File: src/rtl/lc3b_types.sv
// ============================================================================
// Module      : lc3b_types (package)
// Description : LC-3b shared types plus scoreboard counter helpers.
// Revision    : 1.0
// ============================================================================
`default_nettype none

package lc3b_types;

    typedef logic [15:0] lc3b_word;
    typedef logic [2:0]  lc3b_reg;

    localparam int SB_CNT_W = 2;

    typedef logic [SB_CNT_W-1:0] sb_cnt_t;

    // Saturation value of a pending-write counter of the given width
    function automatic int sb_cmax(input int cnt_w);
        return (1 << cnt_w) - 1;
    endfunction

endpackage

`default_nettype wire

File: src/rtl/scoreboard_regfile_sb_counter.sv
// ============================================================================
// Module      : sb_counter
// Description : Saturating up/down pending-write counter with sync clear.
// Revision    : 1.0
// ============================================================================
`default_nettype none

module sb_counter #(
    parameter int CNT_W = 2
) (
    input  logic             clk,
    input  logic             reset,
    input  logic             clr,
    input  logic             inc,
    input  logic             dec,
    output logic [CNT_W-1:0] count,
    output logic             sat,
    output logic             zero
);

    logic [CNT_W-1:0] r_count;

    always_ff @(posedge clk) begin
        if (reset || clr) begin
            r_count <= '0;
        end else if (inc && !dec && !sat) begin
            r_count <= r_count + 1'b1;
        end else if (dec && !inc && !zero) begin
            r_count <= r_count - 1'b1;
        end
    end

    assign count = r_count;
    assign sat   = (r_count == {CNT_W{1'b1}});
    assign zero  = (r_count == '0);

endmodule

`default_nettype wire

File: src/rtl/scoreboard_regfile.sv
// ============================================================================
// Module      : scoreboard_regfile
// Description : Multi-read register file with pending-write scoreboard.
//               Optional write-through bypass: SCOREBOARD_BYPASS_EN.
// Revision    : 1.0
// ============================================================================
`default_nettype none

module scoreboard_regfile
    import lc3b_types::*;
#(
    parameter int WIDTH    = $bits(lc3b_word),
    parameter int NUM_REGS = 8,
    parameter int NUM_RD   = 2,
    parameter int CNT_W    = SB_CNT_W,
    localparam int AW      = (NUM_REGS > 1) ? $clog2(NUM_REGS) : 1
) (
    input  logic                    clk,
    input  logic                    reset,
    input  logic [NUM_RD*AW-1:0]    rd_addr,
    output logic [NUM_RD*WIDTH-1:0] rd_data,
    output logic [NUM_RD-1:0]       rd_busy,
    input  logic                    issue_valid,
    input  logic [AW-1:0]           issue_dest,
    output logic                    issue_ready,
    input  logic                    wb_valid,
    input  logic [AW-1:0]           wb_dest,
    input  logic [WIDTH-1:0]        wb_data,
    input  logic                    flush,
    output logic                    sb_err
);

    localparam int CMAX = sb_cmax(CNT_W);

    logic [WIDTH-1:0] r_regs [NUM_REGS];
    logic [CNT_W-1:0] w_cnt  [NUM_REGS];
    logic [NUM_REGS-1:0] w_sat;
    logic [NUM_REGS-1:0] w_zero;
    logic             r_sb_err;

    assign issue_ready = (w_cnt[issue_dest] != CNT_W'(CMAX));

    generate
        for (genvar r = 0; r < NUM_REGS; r++) begin : g_cnt
            logic w_inc;
            logic w_dec;

            assign w_inc = issue_valid && issue_ready && (issue_dest == AW'(r));
            assign w_dec = wb_valid && (wb_dest == AW'(r)) && !w_zero[r];

            sb_counter #(
                .CNT_W (CNT_W)
            ) u_cnt (
                .clk   (clk),
                .reset (reset),
                .clr   (flush),
                .inc   (w_inc),
                .dec   (w_dec),
                .count (w_cnt[r]),
                .sat   (w_sat[r]),
                .zero  (w_zero[r])
            );
        end
    endgenerate

    // Writes are never blocked, even by flush or an underflowing counter
    always_ff @(posedge clk) begin
        if (reset) begin
            for (int r = 0; r < NUM_REGS; r++) begin
                r_regs[r] <= '0;
            end
        end else if (wb_valid) begin
            r_regs[wb_dest] <= wb_data;
        end
    end

    always_ff @(posedge clk) begin
        if (reset) begin
            r_sb_err <= 1'b0;
        end else if (wb_valid && w_zero[wb_dest]) begin
            r_sb_err <= 1'b1;
        end
    end

    assign sb_err = r_sb_err;

    generate
        for (genvar i = 0; i < NUM_RD; i++) begin : g_rd
            logic [AW-1:0] w_addr;
            logic          w_hit;

            assign w_addr = rd_addr[i*AW +: AW];
            assign w_hit  = wb_valid && (wb_dest == w_addr);
`ifdef SCOREBOARD_BYPASS_EN
            assign rd_data[i*WIDTH +: WIDTH] = w_hit ? wb_data : r_regs[w_addr];
            // The retiring final write frees the register this very cycle
            assign rd_busy[i] = !w_zero[w_addr] &&
                                !(w_hit && (w_cnt[w_addr] == CNT_W'(1)));
`else
            assign rd_data[i*WIDTH +: WIDTH] = r_regs[w_addr];
            assign rd_busy[i] = !w_zero[w_addr] && !(w_hit && 1'b0);
`endif
        end
    endgenerate

    logic w_unused;
    assign w_unused = ^w_sat;

endmodule

`default_nettype wire

File: config.mk
export PLATFORM = sky130hd
export DESIGN_NAME = scoreboard_regfile
export DESIGN_NICKNAME = d
export VERILOG_FILES = /design/src/rtl/lc3b_types.sv /design/src/rtl/scoreboard_regfile_sb_counter.sv /design/src/rtl/scoreboard_regfile.sv
export SDC_FILE = /design/constraint.sdc
export NUM_CORES = 1
export LEC_CHECK = 0
export ABC_AREA = 1
export BUFFER_PORTS_ARGS = -buffer_cell sky130_fd_sc_hd__buf_2
export CAP_MARGIN = 20
export CORE_MARGIN = 2
export CORE_UTILIZATION = 55
export DETAILED_ROUTE_END_ITERATION = 10
export PLACE_DENSITY = 0.76
export REMOVE_ABC_BUFFERS = 1
export SKIP_CTS_REPAIR_TIMING = 1
export SLEW_MARGIN = 20
export SYNTH_ARGS = -nofsm -noshare
export SYNTH_HDL_FRONTEND = slang
export SYNTH_SLANG_ARGS = --single-unit
File: constraint.sdc
create_clock -name clk -period 2.3 [get_ports clk]
set_input_delay 0.46 -clock clk [delete_from_list [all_inputs] [get_ports clk]]
set_output_delay 0.46 -clock clk [all_outputs]
set_load 0.02 [all_outputs]
==> flow_summary.yaml, run 1 <==
global_route:
  grt_pass1_wl_mm: 36.9
  grt_start_max_net_pins: 86
  grt_usage_pct: 30.3
  number_of_global_route_vias_before_repair: 7045
  antenna_found_initial: 0
  grt.overflow.total: 0
die:
  ioPinCount: 69
  starting_density_of_the_core_pct: 56.1
  die_h_um: 125
  die_width_um: 125
  floorplan_core_area_um2: 14400
  rows: 44
  design.die.area_um2: 15700
finish:
  diodes_inserted: 0
  fill_cells: 1201
  layout-drive-gt1-share_pct: 14.5
  area.growth.synth_to_final_pct: 17.5
  layout.cells.most_common: "sky130_fd_sc_hd__nor2_1"
  leading_cell_types_in_the_layout_fill_and_taps_excluded: "sky130_fd_sc_hd__nor2_1 (197), sky130_fd_sc_hd__nand2_1 (166), sky130_fd_sc_hd__o21ai_0 (133)"
  final_net_count: 1111
critical_path:
  worst_ep_required_time_ns: 1.84
  crit_path_max_fanout: 25
  worst_setup_path_end_kind: "output port"
  cpPeakStageDelay_ns: 0.24
  setup.worst_path.class: "in2out"
  cp_slowest_cell: "sky130_fd_sc_hd__clkbuf_16"
  crit_arrival_ns: 1.81
  startpoint_type: "input port"
  path_cells: "clkbuf_4 -> clkinvlp_4 -> clkbuf_16 -> o21ai_1 -> a21oi_1 -> a31oi_1 -> buf_2"
synth:
  synthFlopType: "sky130_fd_sc_hd__edfxtp_1"
  post_synth.cell_area_avg_um2: 8.01
  ys_seq_area_share_pct: 51.7
  synthDominantCellAreaShare_pct: 47.5
  synth_enable_flop_cells: 128
  synth-async-reset-ratio_pct: 0
  synth-seq-cells: 145
  post-synth-top-area-cell: "sky130_fd_sc_hd__edfxtp_1"
  synth.area.top_cells: "sky130_fd_sc_hd__edfxtp_1 (48%), sky130_fd_sc_hd__nor2_1 (9.1%), sky130_fd_sc_hd__o21ai_0 (8.4%), sky130_fd_sc_hd__nand2_1 (7.7%), sky130_fd_sc_hd__a21oi_1 (5.2%)"
  post_synth_num_cell_types: 33
  yosysWarningCount: 0
  synthesis.area_um2: 8090
  instance_count_of_the_mapped_netlist: 1010
routing:
  postRouteWirelength_mm: 24.4
  detailedRoute.firstIterationViolations: 972
  first_pass_iters: 7
  post_drt_wl_per_cell_um: 19.1
  dr_total_vias: 7711
  ant_nets: 0
  vias_per_cell: 6.05
  drcViolationCount: 0
timing:
  fin_tns_setup_ns: 0
  worst_slack_ns: 0.0307
  period_share_pct: 98.7
  timing.max_slew.rel_slack_pct: 62.2
  clock-skew-final_ns: 0.00543
  tightest_slew_ns: 0.564
  total_of_endpoints_with_negative_setup_slack_in_the_final_report: 0
  post-route-min-period_ns: 2.27
  timing_hold_violations_final: 0
  timing.fmax_mhz: 441
  finalMaxSlewViolations: 0
clock_tree:
  numClockSinks: 145
  numCtsBuffers: 17
  cts_buffer_depth: 2
  htree_num_levels: 4
  cts.reportedPaths.clkPinSlew_ns: 0.06
  cts_tree: "yes"
  clock_tree.root_cell: "sky130_fd_sc_hd__clkbuf_16"
  worstSkewPairLatency_ns: 0.44
power_and_ir_drop:
  fin_total_pwr_uw: 6790
  vdd_ir_drop_max_v: 0.000472
  pwr_density_cell_nw_per_um2: 715
  power.static_leakage_uw: 0.00388
placed_design:
  hpwlAfterDp_mm: 14.7
  globalplace.congestion: 0.859
  quantity_of_i_o_buffers_inserted_on_ports: 68
  post-place-ws_ns: 0.180
worst_hold_path:
  min-delay-path-class: "in2reg"
outcome:
  status: "finished clean"
run:
  maxcap_viol_count: 0
## area by class of cell
cell class	count	area (um2)	area share [%]
inverter	102	389	4.10
tap	184	230	2.42
clock buffer	20	437	4.60
multi-input combinational	704	3290	34.6
clock inverter	12	140	1.47
sequential	145	4180	44.0
timing repair buffer	108	836	8.80
## power by group
part | total (uW) | switching [uW] | internal (uW)
Sequential | 3090 | 67.8 | 3020
Clock | 2750 | 1060 | 1690
Combinational | 960 | 656 | 304
## cell usage after synthesis (all sizes together) (4+ instances only)
cell type and instances:
a21oi 85, a31oi 35, buf 10, clkbuf 49
clkinv 4, dfxtp 17, edfxtp 128, inv 98
nand2 176, nand3 14, nor2 197, o211ai 33
o21ai 147
## logic make-up (layout without fill, tap and decap cells)
family | Yosys count | after routing | synth area share [%]
buffers and inverters | 161 | 242 | 7.64
and+or+nand+nor | 398 | 398 | 19.7
AOI/OAI and AO/OA | 305 | 305 | 20.8
xor gates and xnor gates | 1 | 1 | 0.108
DFF | 145 | 145 | 51.7
## metrics by stage
stage	hold WS (ns)	cell area, um2	std cells	utilization, %
2_1_floorplan	0.457	7860	951	-
3_3_place_gp	0.477	8860	1241	61.4
3_5_place_dp	0.473	8860	1241	61.4
4_1_cts	0.219	9440	1273	65.4
5_1_grt	0.221	9500	1275	65.9
6_report	0.233	9500	1275	65.9
## critical path, delay by kind of cell
family                 cells  cell delay [ns]
buffers and inverters      4             0.84
AO/OA/AOI/OAI              3             0.50
## flip-flops by register name, indices dropped and copies added, names as in the netlist
register	cells
g_cnt.u_cnt.count	16
r_regs	128
sb_err	1
## metal layers
layer	vias to the layer above	share of wire, %	track usage [%]
li1	3573	-	-
met1	3542	39	41.1
met2	527	46	48.1
met3	69	12	7.36
met4	0	2.7	10.8
met5	-	0	0
## worst paths after layout
kind	startpoint	endpoint	slack, ns	cells after the start
worst max-delay path	rd_addr[0]	rd_data[0]	0.03	7
worst min-delay path	reset	sb_err	0.23	2
worst max register to register	g_cnt[4].u_cnt.count[0]	g_cnt[4].u_cnt.count[0]	0.86	9
worst min register to register	g_cnt[2].u_cnt.count[1]	g_cnt[2].u_cnt.count[1]	0.49	2
Note: power is estimated with default switching activity, not from simulation.
==> run 2: changes to the inputs <==
--- a/config.mk
+++ b/config.mk
@@ -6,15 +6,16 @@
 export NUM_CORES = 1
 export LEC_CHECK = 0
 export ABC_AREA = 1
-export BUFFER_PORTS_ARGS = -buffer_cell sky130_fd_sc_hd__buf_2
+export BUFFER_PORTS_ARGS = -buffer_cell sky130_fd_sc_hd__clkbuf_2
 export CAP_MARGIN = 20
 export CORE_MARGIN = 2
 export CORE_UTILIZATION = 55
+export CTS_BUF_LIST = sky130_fd_sc_hd__clkbuf_4 sky130_fd_sc_hd__clkbuf_8
 export DETAILED_ROUTE_END_ITERATION = 10
 export PLACE_DENSITY = 0.76
 export REMOVE_ABC_BUFFERS = 1
 export SKIP_CTS_REPAIR_TIMING = 1
-export SLEW_MARGIN = 20
+export SLEW_MARGIN = 40
 export SYNTH_ARGS = -nofsm -noshare
 export SYNTH_HDL_FRONTEND = slang
 export SYNTH_SLANG_ARGS = --single-unit
==> flow_summary.yaml, run 2 (synthesized netlist as in run 1, its figures left out) <==
finish:
  final_net_count: 1114
  design_area_um2: 9300
  max_flop_register: "r_regs"
  layout.cells.most_common: "sky130_fd_sc_hd__nor2_1"
  area.growth.synth_to_final_pct: 15.0
  diodes_inserted: 0
  flip_flop_count_of_the_largest_register_after_layout: 128
  instances_no_fill: 1278
  leading_cell_types_in_the_layout_fill_and_taps_excluded: "sky130_fd_sc_hd__nor2_1 (196), sky130_fd_sc_hd__nand2_1 (166), sky130_fd_sc_hd__o21ai_0 (135)"
  layout-drive-gt1-share_pct: 15.1
global_route:
  grt.overflow.total: 0
  grt_usage_pct: 29.7
  antenna_found_initial: 0
  grt_start_max_net_pins: 86
  number_of_global_route_vias_before_repair: 7297
  grt_util_met2_pct: 47.5
  grt_pass1_wl_mm: 36.5
  use_met1_pct: 40.0
  grt_busiest_layer: "met2"
  groute.layer.met3.usage_pct: 5.78
power_and_ir_drop:
  pwr_density_cell_nw_per_um2: 643
  vdd_ir_drop_max_v: 0.000396
  power.static_leakage_uw: 0.00382
worst_hold_path:
  min-delay-path-class: "in2reg"
  hold_start: "reset"
  min_delay_worst_endpoint: "sb_err"
  number_of_cells_traversed_by_the_worst_hold_path: 2
timing:
  timing.max_slew.rel_slack_pct: 74.3
  timing_hold_violations_final: 0
  total_of_endpoints_with_negative_setup_slack_in_the_final_report: 0
  finalMaxSlewViolations: 0
  timing.fmax_mhz: 448
  period_share_pct: 97.0
  tightest_slew_ns: 0.383
  clock-skew-final_ns: 0.00841
  post-route-min-period_ns: 2.23
clock_tree:
  numCtsBuffers: 17
  numClockSinks: 145
  clock_tree.root_cell: "sky130_fd_sc_hd__clkbuf_8"
  cts.reportedPaths.clkPinSlew_ns: 0.09
  cts_tree: "yes"
  worstSkewPairLatency_ns: 0.46
  htree_num_levels: 4
  cts_buffer_depth: 2
critical_path:
  r2r-start: "g_cnt[4].u_cnt.count[0]"
  critical_register_to_register_path_endpoint: "g_cnt[4].u_cnt.count[0]"
  startpoint_type: "input port"
  ff2ff_path_depth: 9
  worst_ep_required_time_ns: 1.84
  crit_arrival_ns: 1.77
  setup.reg_to_reg.worst_slack_ns: 0.85
  worst_setup_path_end_kind: "output port"
  crit_path_max_fanout: 65
  setup.worst_path.class: "in2out"
routing:
  detailedRoute.firstIterationViolations: 977
  first_pass_iters: 7
  postRouteWirelength_mm: 23.8
  ant_nets: 0
  post_drt_wl_per_cell_um: 18.6
  dr_total_vias: 7716
  drcViolationCount: 0
  vias_per_cell: 6.04
die:
  starting_density_of_the_core_pct: 56.1
  ioPinCount: 69
  design.die.area_um2: 15700
  rows: 44
  die_h_um: 125
  floorplan_core_area_um2: 14400
  die_width_um: 125
placed_design:
  post-place-cells: 1244
  globalplace.congestion: 0.873
  hpwlAfterDp_mm: 15.0
  dpl_cell_area_um2: 8870
  quantity_of_i_o_buffers_inserted_on_ports: 68
run:
  maxcap_viol_count: 0
outcome:
  status: "finished clean"
==> run 2: critical path, cell delays in order <==
cell and delay (ns):
sky130_fd_sc_hd__clkbuf_2 0.12, sky130_fd_sc_hd__buf_12 0.26, sky130_fd_sc_hd__o21ai_0 0.13, sky130_fd_sc_hd__o21ai_0 0.17
sky130_fd_sc_hd__a21oi_1 0.08, sky130_fd_sc_hd__a31oi_1 0.27, sky130_fd_sc_hd__clkbuf_2 0.23
==> run 2: layer usage <==
metal	share of wire, %	routed length, um
met2	47	11100
met3	12	2850
met1	39	9220
met4	2.6	629
met5	0	0
==> run 2: cell type report <==
class                      count  area [um2]
clock buffer                  19         249
clock inverter                13         120
fill                        1250        5120
inverter                     102         388
multi-input combinational    704        3290
sequential                   145        4180
tap                          184         230
timing repair buffer         111         840
==> run 2: power breakdown <==
group	switching, uW	internal [uW]	leakage, uW
combinational	656	303	0.00226
clock	981	965	0.000188
sequential	63.8	3010	0.00137
total	1700	4280	0.00382
==> run 2: stage by stage <==
step	power, uW	setup WS, ns	TNS, ns	hold WS (ns)	utilization (%)
2_1_floorplan	3610	-0.132	-1.72	0.457	-
3_3_place_gp	4030	0.102	0	0.471	61.5
3_5_place_dp	4050	0.107	0	0.470	61.5
4_1_cts	5930	0.0907	0	0.190	64.1
5_1_grt	6160	-0.00181	-0.00181	0.198	64.5
6_report	5980	0.0683	0	0.200	64.5
==> run 2: worst max-delay path by stage <==
stage | to | slack [ns] | cells past startpoint | start
finish | rd_data[22] | 0.07 | 7 | rd_addr[3]
global route | rd_data[22] | -0.002 | 7 | rd_addr[3]
CTS | rd_busy[0] | 0.09 | 5 | g_cnt[7].u_cnt.count[0]
detailed placement | rd_busy[0] | 0.11 | 6 | rd_addr[1]
global placement | rd_busy[0] | 0.10 | 6 | rd_addr[1]
floorplan | rd_busy[1] | -0.13 | 4 | rd_addr[3]
